==> config.mk <==
export PLATFORM = sky130hd
export DESIGN_NAME = tone_arbiter_flat
export DESIGN_NICKNAME = d
export VERILOG_FILES = /design/src/rtl/audio_pkg.sv /design/src/rtl/tone_arbiter_if.sv /design/src/rtl/tone_gen.sv /design/src/rtl/tone_arbiter.sv /design/src/flat_wrapper.sv
export SDC_FILE = /design/constraint.sdc
export NUM_CORES = 1
export LEC_CHECK = 0
export ABC_CLOCK_PERIOD_IN_PS = 5000
export CORE_ASPECT_RATIO = 1.2
export CORE_UTILIZATION = 46
export CTS_CLUSTER_DIAMETER = 150
export CTS_CLUSTER_SIZE = 30
export DETAILED_ROUTE_END_ITERATION = 10
export HOLD_SLACK_MARGIN = 0.02
export PLACE_DENSITY = 0.86
export SLEW_MARGIN = 20
export SYNTH_ARGS = -nofsm -noshare
export SYNTH_HDL_FRONTEND = slang
export SYNTH_SLANG_ARGS = --single-unit
==> constraint.sdc <==
create_clock -name clock -period 5 [get_ports clock]
set_input_delay 1 -clock clock [delete_from_list [all_inputs] [get_ports clock]]
set_output_delay 1 -clock clock [all_outputs]
set_load 0.02 [all_outputs]
==> src/rtl/audio_pkg.sv <==
// Shared types and constants for the tone arbiter and its square-wave generator.
// Contents: FSM state enum, reference amplitudes, default clock/tick rates and
// sizing helpers used by tone_arbiter, tone_arbiter_if and tone_gen.
package audio_pkg;

    typedef enum logic [1:0] {
        IDLE = 2'd0,
        PLAY = 2'd1,
        GAP  = 2'd2
    } state_t;

    localparam logic [11:0] AMP_FULL = 12'h800;
    localparam logic [11:0] AMP_HALF = 12'h400;

    localparam int unsigned CLK_HZ_DEF       = 100_000_000;
    localparam int unsigned TICK_HZ_DEF      = 1000;
    localparam int unsigned TICKS_PER_MS_DEF = CLK_HZ_DEF / TICK_HZ_DEF;

    // Clocks per duration tick; never below one so the prescaler stays sane.
    function automatic int unsigned ticks_per_ms(input int unsigned clk_hz,
                                                 input int unsigned tick_hz);
        return (clk_hz / tick_hz == 0) ? 1 : clk_hz / tick_hz;
    endfunction

    // Width of a requester index; at least one bit.
    function automatic int unsigned id_width(input int unsigned n);
        return (n > 1) ? $clog2(n) : 1;
    endfunction

endpackage

==> src/rtl/tone_arbiter_if.sv <==
// Requester-side bus of the tone arbiter.
// master: requesters (drive req/half_period/dur_ms/amp, observe ack/done/busy/
//         active_id/audio_sample); slave: the arbiter itself.
interface tone_arbiter_if #(
    parameter int unsigned NUM_REQ = 4,
    parameter int unsigned HP_W    = 20
);
    localparam int unsigned ID_W = audio_pkg::id_width(NUM_REQ);

    logic [NUM_REQ-1:0]      req;
    logic [NUM_REQ*HP_W-1:0] half_period;
    logic [NUM_REQ*12-1:0]   dur_ms;
    logic [NUM_REQ*12-1:0]   amp;
    logic [NUM_REQ-1:0]      ack;
    logic [NUM_REQ-1:0]      done;
    logic                    busy;
    logic [ID_W-1:0]         active_id;
    logic [11:0]             audio_sample;

    modport master (
        output req, half_period, dur_ms, amp,
        input  ack, done, busy, active_id, audio_sample
    );

    modport slave (
        input  req, half_period, dur_ms, amp,
        output ack, done, busy, active_id, audio_sample
    );

endinterface

==> src/rtl/tone_gen.sv <==
// Square-wave generator for the granted tone job.
// Ports: clock, reset_n (async active-low), i_enable (playing), i_start (load a
// new job: output goes high immediately), i_half_period (clocks per level,
// 0 treated as 1), i_amp (high level), o_sample (registered DAC sample).
module tone_gen #(
    parameter int unsigned HP_W = 20
) (
    input  logic            clock,
    input  logic            reset_n,
    input  logic            i_enable,
    input  logic            i_start,
    input  logic [HP_W-1:0] i_half_period,
    input  logic [11:0]     i_amp,
    output logic [11:0]     o_sample
);

    logic [HP_W-1:0] r_cnt;
    logic            r_high;
    logic [11:0]     r_sample;
    logic [HP_W-1:0] w_hp_eff;

    assign w_hp_eff = (i_half_period == '0) ? HP_W'(1) : i_half_period;

    // Level toggles after w_hp_eff enabled clocks; counter restarts at each toggle.
    always_ff @(posedge clock or negedge reset_n) begin
        if (!reset_n) begin
            r_cnt    <= '0;
            r_high   <= 1'b0;
            r_sample <= '0;
        end else if (!i_enable) begin
            r_cnt    <= '0;
            r_high   <= 1'b0;
            r_sample <= '0;
        end else if (i_start) begin
            r_cnt    <= '0;
            r_high   <= 1'b1;
            r_sample <= i_amp;
        end else if (r_cnt == w_hp_eff - HP_W'(1)) begin
            r_cnt    <= '0;
            r_high   <= ~r_high;
            r_sample <= r_high ? 12'h000 : i_amp;
        end else begin
            r_cnt    <= r_cnt + HP_W'(1);
        end
    end

    assign o_sample = r_sample;

endmodule

==> src/rtl/tone_arbiter.sv <==
// Fixed-priority arbiter sharing one audio DAC channel between NUM_REQ tone
// requesters. Latches pending jobs, grants the lowest pending index, plays its
// square wave for dur_ms ticks and then holds a GAP_MS-tick silent gap.
// Ports: clock, reset_n (async active-low), bus (tone_arbiter_if.slave:
// req/half_period/dur_ms/amp in; ack/done/busy/active_id/audio_sample out).
// Optional: define TONE_ARBITER_PREEMPT_EN to let a higher-priority pending
// request preempt a job in PLAY or GAP.
module tone_arbiter
    import audio_pkg::*;
#(
    parameter int unsigned NUM_REQ = 4,
    parameter int unsigned CLK_HZ  = CLK_HZ_DEF,
    parameter int unsigned TICK_HZ = TICK_HZ_DEF,
    parameter int unsigned GAP_MS  = 20,
    parameter int unsigned HP_W    = 20
) (
    input  logic           clock,
    input  logic           reset_n,
    tone_arbiter_if.slave  bus
);

    localparam int unsigned ID_W   = id_width(NUM_REQ);
    localparam int unsigned TPM    = ticks_per_ms(CLK_HZ, TICK_HZ);
    localparam int unsigned PRE_W  = (TPM > 1) ? $clog2(TPM) : 1;
    localparam int unsigned TICK_W = 16;
    localparam int unsigned DUR_W  = 12;
    localparam int unsigned AMP_W  = 12;

    state_t             r_state, w_state_nxt;
    logic [NUM_REQ-1:0] r_pending, r_ack, r_done, w_gmask;
    logic               r_busy;
    logic [ID_W-1:0]    r_active, w_gidx;
    logic [HP_W-1:0]    r_hp, w_hp_sel;
    logic [DUR_W-1:0]   r_dur;
    logic [AMP_W-1:0]   r_amp, w_amp_sel;
    logic [PRE_W-1:0]   r_pre;
    logic [TICK_W-1:0]  r_tick;
    logic               w_any, w_grant, w_done;
    logic               w_tick_wrap, w_play_end, w_gap_end, w_cnt_clr;
    logic [11:0]        w_sample;

    // Lowest set pending index wins.
    always_comb begin
        w_gidx = '0;
        for (int i = int'(NUM_REQ) - 1; i >= 0; i--) begin
            if (r_pending[i]) w_gidx = ID_W'(i);
        end
    end

    assign w_any       = |r_pending;
    assign w_tick_wrap = (r_pre == PRE_W'(TPM - 1));
    assign w_play_end  = (r_dur == '0) ||
                         (w_tick_wrap && ((r_tick + TICK_W'(1)) >= TICK_W'(r_dur)));
    assign w_gap_end   = (GAP_MS == 0) ||
                         (w_tick_wrap && ((32'(r_tick) + 32'd1) >= GAP_MS));

    // Next state, grant and done decisions.
    always_comb begin
        w_state_nxt = r_state;
        w_grant     = 1'b0;
        w_done      = 1'b0;
        case (r_state)
            IDLE: begin
                if (w_any) begin
                    w_grant     = 1'b1;
                    w_state_nxt = PLAY;
                end
            end
            PLAY: begin
                if (w_play_end) begin
                    w_done      = 1'b1;
                    // A zero-length job skips the silent gap.
                    w_state_nxt = (r_dur == '0) ? IDLE : GAP;
                end
            end
            GAP: begin
                if (w_gap_end) w_state_nxt = IDLE;
            end
            default: w_state_nxt = IDLE;
        endcase
`ifdef TONE_ARBITER_PREEMPT_EN
        // A job already in GAP has issued its done; only a playing job gets one here.
        if ((r_state != IDLE) && w_any && (w_gidx < r_active)) begin
            w_grant     = 1'b1;
            w_done      = (r_state == PLAY);
            w_state_nxt = PLAY;
        end
`endif
    end

    assign w_gmask   = w_grant ? (NUM_REQ'(1) << w_gidx) : '0;
    assign w_cnt_clr = w_grant || (w_state_nxt != r_state);
    assign w_hp_sel  = w_grant ? bus.half_period[HP_W*32'(w_gidx) +: HP_W] : r_hp;
    assign w_amp_sel = w_grant ? bus.amp[AMP_W*32'(w_gidx) +: AMP_W] : r_amp;

    // State register.
    always_ff @(posedge clock or negedge reset_n) begin
        if (!reset_n) r_state <= IDLE;
        else          r_state <= w_state_nxt;
    end

    // Pending set, handshake pulses, latched job parameters and tick prescaler.
    always_ff @(posedge clock or negedge reset_n) begin
        if (!reset_n) begin
            r_pending <= '0;
            r_ack     <= '0;
            r_done    <= '0;
            r_busy    <= 1'b0;
            r_active  <= '0;
            r_hp      <= '0;
            r_dur     <= '0;
            r_amp     <= '0;
            r_pre     <= '0;
            r_tick    <= '0;
        end else begin
            // A req on the grant edge re-arms the same index for a replay.
            r_pending <= (r_pending & ~w_gmask) | bus.req;
            r_ack     <= w_gmask;
            r_done    <= w_done ? (NUM_REQ'(1) << r_active) : '0;
            r_busy    <= (w_state_nxt != IDLE);
            if (w_grant) begin
                r_active <= w_gidx;
                r_hp     <= w_hp_sel;
                r_dur    <= bus.dur_ms[DUR_W*32'(w_gidx) +: DUR_W];
                r_amp    <= w_amp_sel;
            end
            if (w_cnt_clr) begin
                r_pre  <= '0;
                r_tick <= '0;
            end else if (r_state != IDLE) begin
                if (w_tick_wrap) begin
                    r_pre <= '0;
                    if (r_tick != '1) r_tick <= r_tick + TICK_W'(1);
                end else begin
                    r_pre <= r_pre + PRE_W'(1);
                end
            end
        end
    end

    // Fed with next-cycle values so the first high level lands on the grant edge.
    tone_gen #(
        .HP_W (HP_W)
    ) u_tone_gen (
        .clock         (clock),
        .reset_n       (reset_n),
        .i_enable      (w_state_nxt == PLAY),
        .i_start       (w_grant),
        .i_half_period (w_hp_sel),
        .i_amp         (w_amp_sel),
        .o_sample      (w_sample)
    );

    assign bus.ack          = r_ack;
    assign bus.done         = r_done;
    assign bus.busy         = r_busy;
    assign bus.active_id    = r_active;
    assign bus.audio_sample = w_sample;

endmodule

==> src/flat_wrapper.sv <==
// flat-port wrapper written by rule: the top's interface ports become plain ports
module tone_arbiter_flat import audio_pkg::*;
#(
    parameter int unsigned NUM_REQ = 4,
    parameter int unsigned CLK_HZ  = CLK_HZ_DEF,
    parameter int unsigned TICK_HZ = TICK_HZ_DEF,
    parameter int unsigned GAP_MS  = 20,
    parameter int unsigned HP_W    = 20
)
  (clock, reset_n, bus_req, bus_half_period, bus_dur_ms, bus_amp, bus_ack, bus_done, bus_busy, bus_active_id, bus_audio_sample);
  tone_arbiter_if #(.NUM_REQ(NUM_REQ), .HP_W(HP_W)) bus_i ();
  input  logic clock;
  input  logic reset_n;
  input wire logic [$bits(bus_i.req)-1:0] bus_req;
  input wire logic [$bits(bus_i.half_period)-1:0] bus_half_period;
  input wire logic [$bits(bus_i.dur_ms)-1:0] bus_dur_ms;
  input wire logic [$bits(bus_i.amp)-1:0] bus_amp;
  output wire logic [$bits(bus_i.ack)-1:0] bus_ack;
  output wire logic [$bits(bus_i.done)-1:0] bus_done;
  output wire logic [$bits(bus_i.busy)-1:0] bus_busy;
  output wire logic [$bits(bus_i.active_id)-1:0] bus_active_id;
  output wire logic [$bits(bus_i.audio_sample)-1:0] bus_audio_sample;
  assign bus_i.req = bus_req;
  assign bus_i.half_period = bus_half_period;
  assign bus_i.dur_ms = bus_dur_ms;
  assign bus_i.amp = bus_amp;
  assign bus_ack = bus_i.ack;
  assign bus_done = bus_i.done;
  assign bus_busy = bus_i.busy;
  assign bus_active_id = bus_i.active_id;
  assign bus_audio_sample = bus_i.audio_sample;
  tone_arbiter #(.NUM_REQ(NUM_REQ), .CLK_HZ(CLK_HZ), .TICK_HZ(TICK_HZ), .GAP_MS(GAP_MS), .HP_W(HP_W)) u_core (.clock(clock), .reset_n(reset_n), .bus(bus_i));
endmodule
==> impl_metrics.ini, run 1 <==
[synth]
synth-async-reset-ratio_pct = 100
yosys.cell_types.count = 85
yosysWarnings = 0
avgSynthCellArea_um2 = 9.25
synth_edf_count = 0
synthFlopType = dfrtp_1
syn_inst = 909
syn-cell-area_mm2 = 0.00841
syn_nets = 1107
ys_ff_latch = 127
ys_seq_area_share_pct = 37.8

[flow_run]
cap_violations = 0

[critical_path]
rrSetupSlack_ns = 0.07
rr_endpoint = u_core.u_tone_gen.o_sample[2]
critPathKind = input pin to register
cp_cell_sequence = clkdlybuf4s50_1 > nor2b_1 > a31o_2 > a221o_1 > o32a_1 > nor4b_4 > a41oi_2 > ha_2 > and3_4 > o2111ai_4 > a21oi_2 > o21a_1 > o31ai_2 > nand3b_1 > nor4_2 > o211ai_2 > o21ai_4 > clkbuf_16 > mux2_4
crit_slowest_cell = clkdlybuf4s50_1
cp_num_buf_inv = 2
crit_cells = 19
max_stage_delay_ns = 0.44
ff2ff_path_depth = 18
critPathMaxFanout = 4
startpoint_type = input pin
startpoint = bus_half_period[10]
r2r-start = u_core.r_pending[1]
critPathRequiredTime_ns = 5.31
cp-end-kind = register
cp_top_family = compound AO/OA/AOI/OAI gates
crit_end = u_core.u_tone_gen.o_sample[2]
arrival_ns = 5.30

[global_routing]
grt_overflow = 0
grt.busiest_layer = met2
grt_pass1_wl_mm = 42.9
met1_usage_pct = 36.3
grt_start_max_net_pins = 75
antenna_found_initial = 1
grt.total_usage_pct = 29.4
use_met2_pct = 49.4
grt_pass1_vias = 8404
met3_usage_pct = 4.66

[drt]
viasPerCell = 6.00
drtAntennaViolNets = 0
post-route-drc-count = 4
num_vias = 8399
dr.pass1.iters = 10
avgRoutedWirePerCell_um = 20.0
totalWireLength_mm = 27.9
initialDrtViolationCount = 945

[placed_design]
place.gp.congestion = 0.961
post-dp-hpwl_mm = 20.4
place_area_mm2 = 0.0111
placed_cells = 1359
io_buffers = 204

[clock_tree]
ctsHoldBuffers = 0
clockBufferDepth = 2
path_clk_slew_ns = 0.06
cts_root_buf = clkbuf_16
numCtsBuffers = 17
clkLatencyLatePin_ns = 0.43
cts_tree = done
clock_sinks = 127
cts_max_level = 4

[outcome]
status = complete, but fails checks
violations = design-rule violations

[worst_hold_path]
holdCritPathClass = register to register

[power_and_ir_drop]
power.internal_uw = 2280
power_density_mw_per_mm2 = 281
irDropWorstVdd_mv = 0.305
power_uw = 3340
p_leak_uw = 0.00500
p_comb_share_pct = 26.8
seq_power_share_pct = 38.2
p_switching_uw = 1060
clkPwrFrac_pct = 35.1
sw_frac_of_total_pct = 31.9

[timing]
max_freq_mhz = 200
slew_violations = 0
maxSlewHeadroom_pct = 36.5
worstMarginPinSlew_ns = 0.949
fin_crit_ns = 4.99
finalSetupViolations = 0
finalHoldViolCount = 0
clock_skew_ns = 0.0110
finalSetupTns_ns = 0
post-route-period-util_pct = 99.8

[cells_and_area]
drive_above_1_share_pct = 16.4
synthToLayoutAreaGrowth_pct = 41.1
finalNetCount = 1363
layoutNonFillerInstCount = 1399
multi_input_area_mm2 = 0.00504
fillers = 1275
final_area_mm2 = 0.0119
final_util_pct = 67.0
regArea_mm2 = 0.00318

[floorplan]
die-area_mm2 = 0.0188
dieWidth_um = 125
rows = 53
io_pins = 205
coreArea_mm2 = 0.0177
die_height_um = 150
initial_core_util_pct = 47.5
## worst min-delay path, cell delays in order, from the launching register on
cell	delay, ns
dfrtp_1	0.34
nand2_1	0.06
nand2_1	0.06
## cell usage after synthesis, types with 6 or more instances
library cell  number  area, um2
dfrtp_1          127       3180
nand2_1          108        405
nor2_1           101        379
o21ai_0           55        275
nand3_1           35        175
xnor2_1           34        298
inv_1             31        116
clkbuf_1          29        109
xor2_1            27        236
mux4_2            24        541
a21oi_1           23        115
a21o_1            19        143
nand4_1           18        113
and3_1            17        106
ha_1              16        200
nand2b_1          16        100
nand3b_1          13       97.6
a22o_1            12        105
nor2b_1           11       68.8
nor3_1            11       55.1
buf_2             10       50.1
o31ai_1            9       67.6
a211oi_1           7       52.6
mux2_4             7        105
nor4_1             6       37.5
o211ai_1           6       45.0
or2_2              6       37.5
## per-stage QoR
stage | hold slack, ns | setup slack [ns]
finish | 0.490 | 0.0122
global route | 0.518 | -0.123
detailed placement | 0.471 | -0.568
global placement | 0.458 | -0.513
floorplan | 0.446 | 0.00684
CTS | 0.493 | 0.0149
## layer usage
layer | share of wire [%] | up-vias
met3 | 6.0 | 90
met5 | 0 | -
met1 | 40 | 4101
li1 | - | 3810
met2 | 50 | 398
met4 | 4.6 | 0
## timing repair
action	CTS	global route
pin swaps	3	20
buffers inserted	2	4
cloned	0	1
endpoints found under the setup margin	15	29
resized for setup	1	25
## how the worst min path moves through the flow
stage | start | to | depth (start not counted)
after floorplan | u_core.r_amp[10] | u_core.r_amp[10] | 2
after CTS | u_core.r_amp[0] | u_core.r_amp[0] | 2
final | u_core.r_amp[11] | u_core.r_amp[11] | 2
after global placement | u_core.r_amp[4] | u_core.r_amp[4] | 2
after detailed placement | u_core.r_amp[3] | u_core.r_amp[3] | 2
after global routing | u_core.r_amp[11] | u_core.r_amp[11] | 2
## state kept, by name, summed over array words and instances, names as in the netlist
| signal | flops |
|---|---|
| u_core.r_pending | 4 |
| u_core.r_state | 2 |
| u_core.u_tone_gen.r_high | 1 |
| u_core.bus.active_id | 2 |
| u_core.r_amp | 12 |
| u_core.bus.ack | 4 |
| u_core.r_hp | 20 |
| u_core.bus.done | 4 |
| u_core.r_dur | 12 |
| u_core.bus.busy | 1 |
| u_core.u_tone_gen.o_sample | 12 |
| u_core.r_tick | 16 |
| u_core.r_pre | 17 |
| u_core.u_tone_gen.r_cnt | 20 |
## power groups by stage
stage | Combinational [uW] | Sequential [uW] | Clock [uW]
after floorplan | 457 | 1270 | 0
after global placement | 819 | 1280 | 0
after detailed placement | 843 | 1280 | 0
after CTS | 857 | 1270 | 1170
after global routing | 967 | 1290 | 1220
final | 894 | 1270 | 1170
## cell families (layout without fill, tap and decap cells)
logic type,Yosys count,in the layout,share of synthesized area (%)
DFF,127,127,37.8
and+or+nand+nor,384,384,23.4
other,0,1,0
xor gates and xnor gates,61,61,6.35
AOI/OAI and AO/OA,204,204,17.4
muxes,38,38,8.57
adders and majority gates,16,16,2.38
buffers and inverters,79,348,4.16
## cells in the final DEF (no fill, tap or decap), types with 19 or more instances in the layout
cell / n
a21o_1: 19
a21oi_1: 21
buf_4: 78
clkdlybuf4s50_1: 202
dfrtp_1: 127
inv_1: 31
mux4_2: 24
nand2_1: 108
nand3_1: 34
nor2_1: 98
o21ai_0: 55
xnor2_1: 33
xor2_1: 27
## area by class of cell
cell class / instances / area share (%)
repair buffers: 285 / 22.7
multi-input cells: 703 / 42.5
clock inverters: 13 / 0.886
inverters: 31 / 0.981
clock buffers: 19 / 3.82
flip-flops and latches: 127 / 26.8
diodes: 1 / 0.0211
well taps: 220 / 2.32
Power figures use the tool's default switching activity.
==> run 2: changes to the inputs <==
CORE_MARGIN = 10   (was default)
CTS_CLUSTER_SIZE = default   (was 30)
==> impl_metrics.ini, run 2 (synthesized netlist as in run 1, its figures left out) <==
[timing]
finalSetupViolations = 0
maxSlewHeadroom_pct = 38.6
post-route-period-util_pct = 97.1
clock_skew_ns = 0.00676
worst_slack_ns = 0.146
slew_violations = 0
finalHoldViolCount = 0
finalSetupTns_ns = 0
max_freq_mhz = 206
worstMarginPinSlew_ns = 0.919
fin_worst_hold_slack_ns = 0.476
fin_crit_ns = 4.85

[critical_path]
cp_top_family = compound AO/OA/AOI/OAI gates
cp_cell_sequence = clkdlybuf4s50_1 > a221o_1 > a221o_1 > o32a_1 > nor4b_4 > a41oi_2 > ha_2 > and3_4 > o2111ai_4 > a21oi_2 > o21a_1 > o31ai_2 > nand3b_1 > nor4_4 > o211ai_2 > o21ai_4 > buf_12 > mux2_2
critPathRequiredTime_ns = 5.31
crit_slowest_cell = clkdlybuf4s50_1
critPathMaxFanout = 5
cp_num_buf_inv = 2
cpMostUsedCell = a221o_1
arrival_ns = 5.16
max_stage_delay_ns = 0.41
cp-end-kind = register
startpoint_type = input pin
critPathKind = input pin to register

[drt]
avgRoutedWirePerCell_um = 20.7
viasPerCell = 5.93
drtAntennaViolNets = 0
totalWireLength_mm = 29.2
initialDrtViolationCount = 771
dr.pass1.iters = 5
num_vias = 8374
post-route-drc-count = 0

[cells_and_area]
layoutNonFillerInstCount = 1412
final_util_pct = 66.1
finalNetCount = 1373
final_common_cell = clkdlybuf4s50_1
drive_above_1_share_pct = 17.1
fillers = 1372
multi_input_area_mm2 = 0.00503
synthToLayoutAreaGrowth_pct = 42.2
regArea_mm2 = 0.00318
layout_common_cells = 202 x clkdlybuf4s50_1, 127 x dfrtp_1, 106 x nand2_1
reg_top3 = u_core.r_hp (20), u_core.u_tone_gen.r_cnt (20), u_core.r_pre (17)

[power_and_ir_drop]
irDropWorstVdd_mv = 0.265
power_density_mw_per_mm2 = 287
p_leak_uw = 0.00506

[clock_tree]
clkLatencyLatePin_ns = 0.42
clock_sinks = 127
cts_tree = done
clockBufferDepth = 2
cts_max_level = 4
ctsHoldBuffers = 0
path_clk_slew_ns = 0.05
numCtsBuffers = 17
cts_root_buf = clkbuf_16

[worst_hold_path]
holdCritPathClass = register to register

[placed_design]
pre_cts_slack_ns = -0.628
place.gp.congestion = 0.946
post-dp-hpwl_mm = 22.4
placed_cells = 1369
io_buffers = 204

[floorplan]
dieWidth_um = 143
initial_core_util_pct = 46.5
coreArea_mm2 = 0.0181
die_height_um = 168
rows = 54
die-area_mm2 = 0.0241
io_pins = 205

[global_routing]
grt_pass1_vias = 8401
grt_start_max_net_pins = 50
grt_overflow = 0
grt_pass1_wl_mm = 45.2
antenna_found_initial = 1
grt.total_usage_pct = 23.7

[flow_run]
cap_violations = 0

[outcome]
status = finished clean
run 2: cell count changes in the layout (fill, tap and decap cells not counted), sizes merged:
| cell | delta |
|---|---|
| buf | +10 |
| clkinv | +2 |
| inv | -5 |
| clkinvlp | -2 |
| bufinv | +3 |
| clkbuf | +1 |
run 2: metrics by stage:
step           area (um2)  total power, uW
2_1_floorplan        8410             1720
3_3_place_gp        11100             2110
3_5_place_dp        11100             2140
4_1_cts             11700             3410
5_1_grt             12000             3580
6_report            12000             3430
run 2: power breakdown:
group	internal, uW	leakage (uW)	switching, uW
clock network	803	0.000295	458
logic	456	0.00318	443
registers	1150	0.00159	125
run 2: metal layers:
| metal | wire length, um | global-route usage [%] | vias up | share of wire [%] |
|---|---|---|---|---|
| met2 | 15200 | 40.3 | 323 | 52 |
| met1 | 11400 | 29.0 | 4138 | 39 |
| met4 | 925 | 8.85 | 0 | 3.2 |
| met5 | 0 | 0 | - | 0 |
| met3 | 1700 | 4.42 | 69 | 5.8 |
| li1 | - | - | 3844 | - |
run 2: cell type report:
cell class,count,area share (%)
Timing Repair Buffer,295,23.0
Sequential cell,127,26.6
Antenna cell,1,0.0209
Tap cell,224,2.34
Multi-Input combinational cell,703,42.1
Clock buffer,20,3.82
Inverter,31,0.973
Clock inverter,11,1.17
run 2: worst paths after layout:
check | cells after the start | slack, ns | start | to
min in group asynchronous | 1 | 0.59 | reset_n | u_core.r_dur[9]
min reg2reg | 2 | 0.48 | u_core.r_amp[9] | u_core.r_amp[9]
max in group asynchronous | 2 | 3.42 | reset_n | u_core.u_tone_gen.r_cnt[0]
max | 18 | 0.15 | bus_half_period[48] | u_core.u_tone_gen.o_sample[0]
min | 2 | 0.48 | u_core.r_amp[9] | u_core.r_amp[9]
max reg2reg | 20 | 0.17 | u_core.r_pending[1] | u_core.u_tone_gen.o_sample[0]
run 2: worst min-delay path: cells and delay by family, from the launching register on:
| family | cells | cell delay [ns] |
|---|---|---|
| and+or+nand+nor | 2 | 0.11 |
| DFF | 1 | 0.34 |
run 2: timing repair:
item / in CTS / in global routing
gates resized for setup: 2 / 25
endpoints found under the setup margin: 29 / 33
pin swaps: 4 / 15
setup buffers: 1 / 9
gates cloned: 0 / 1
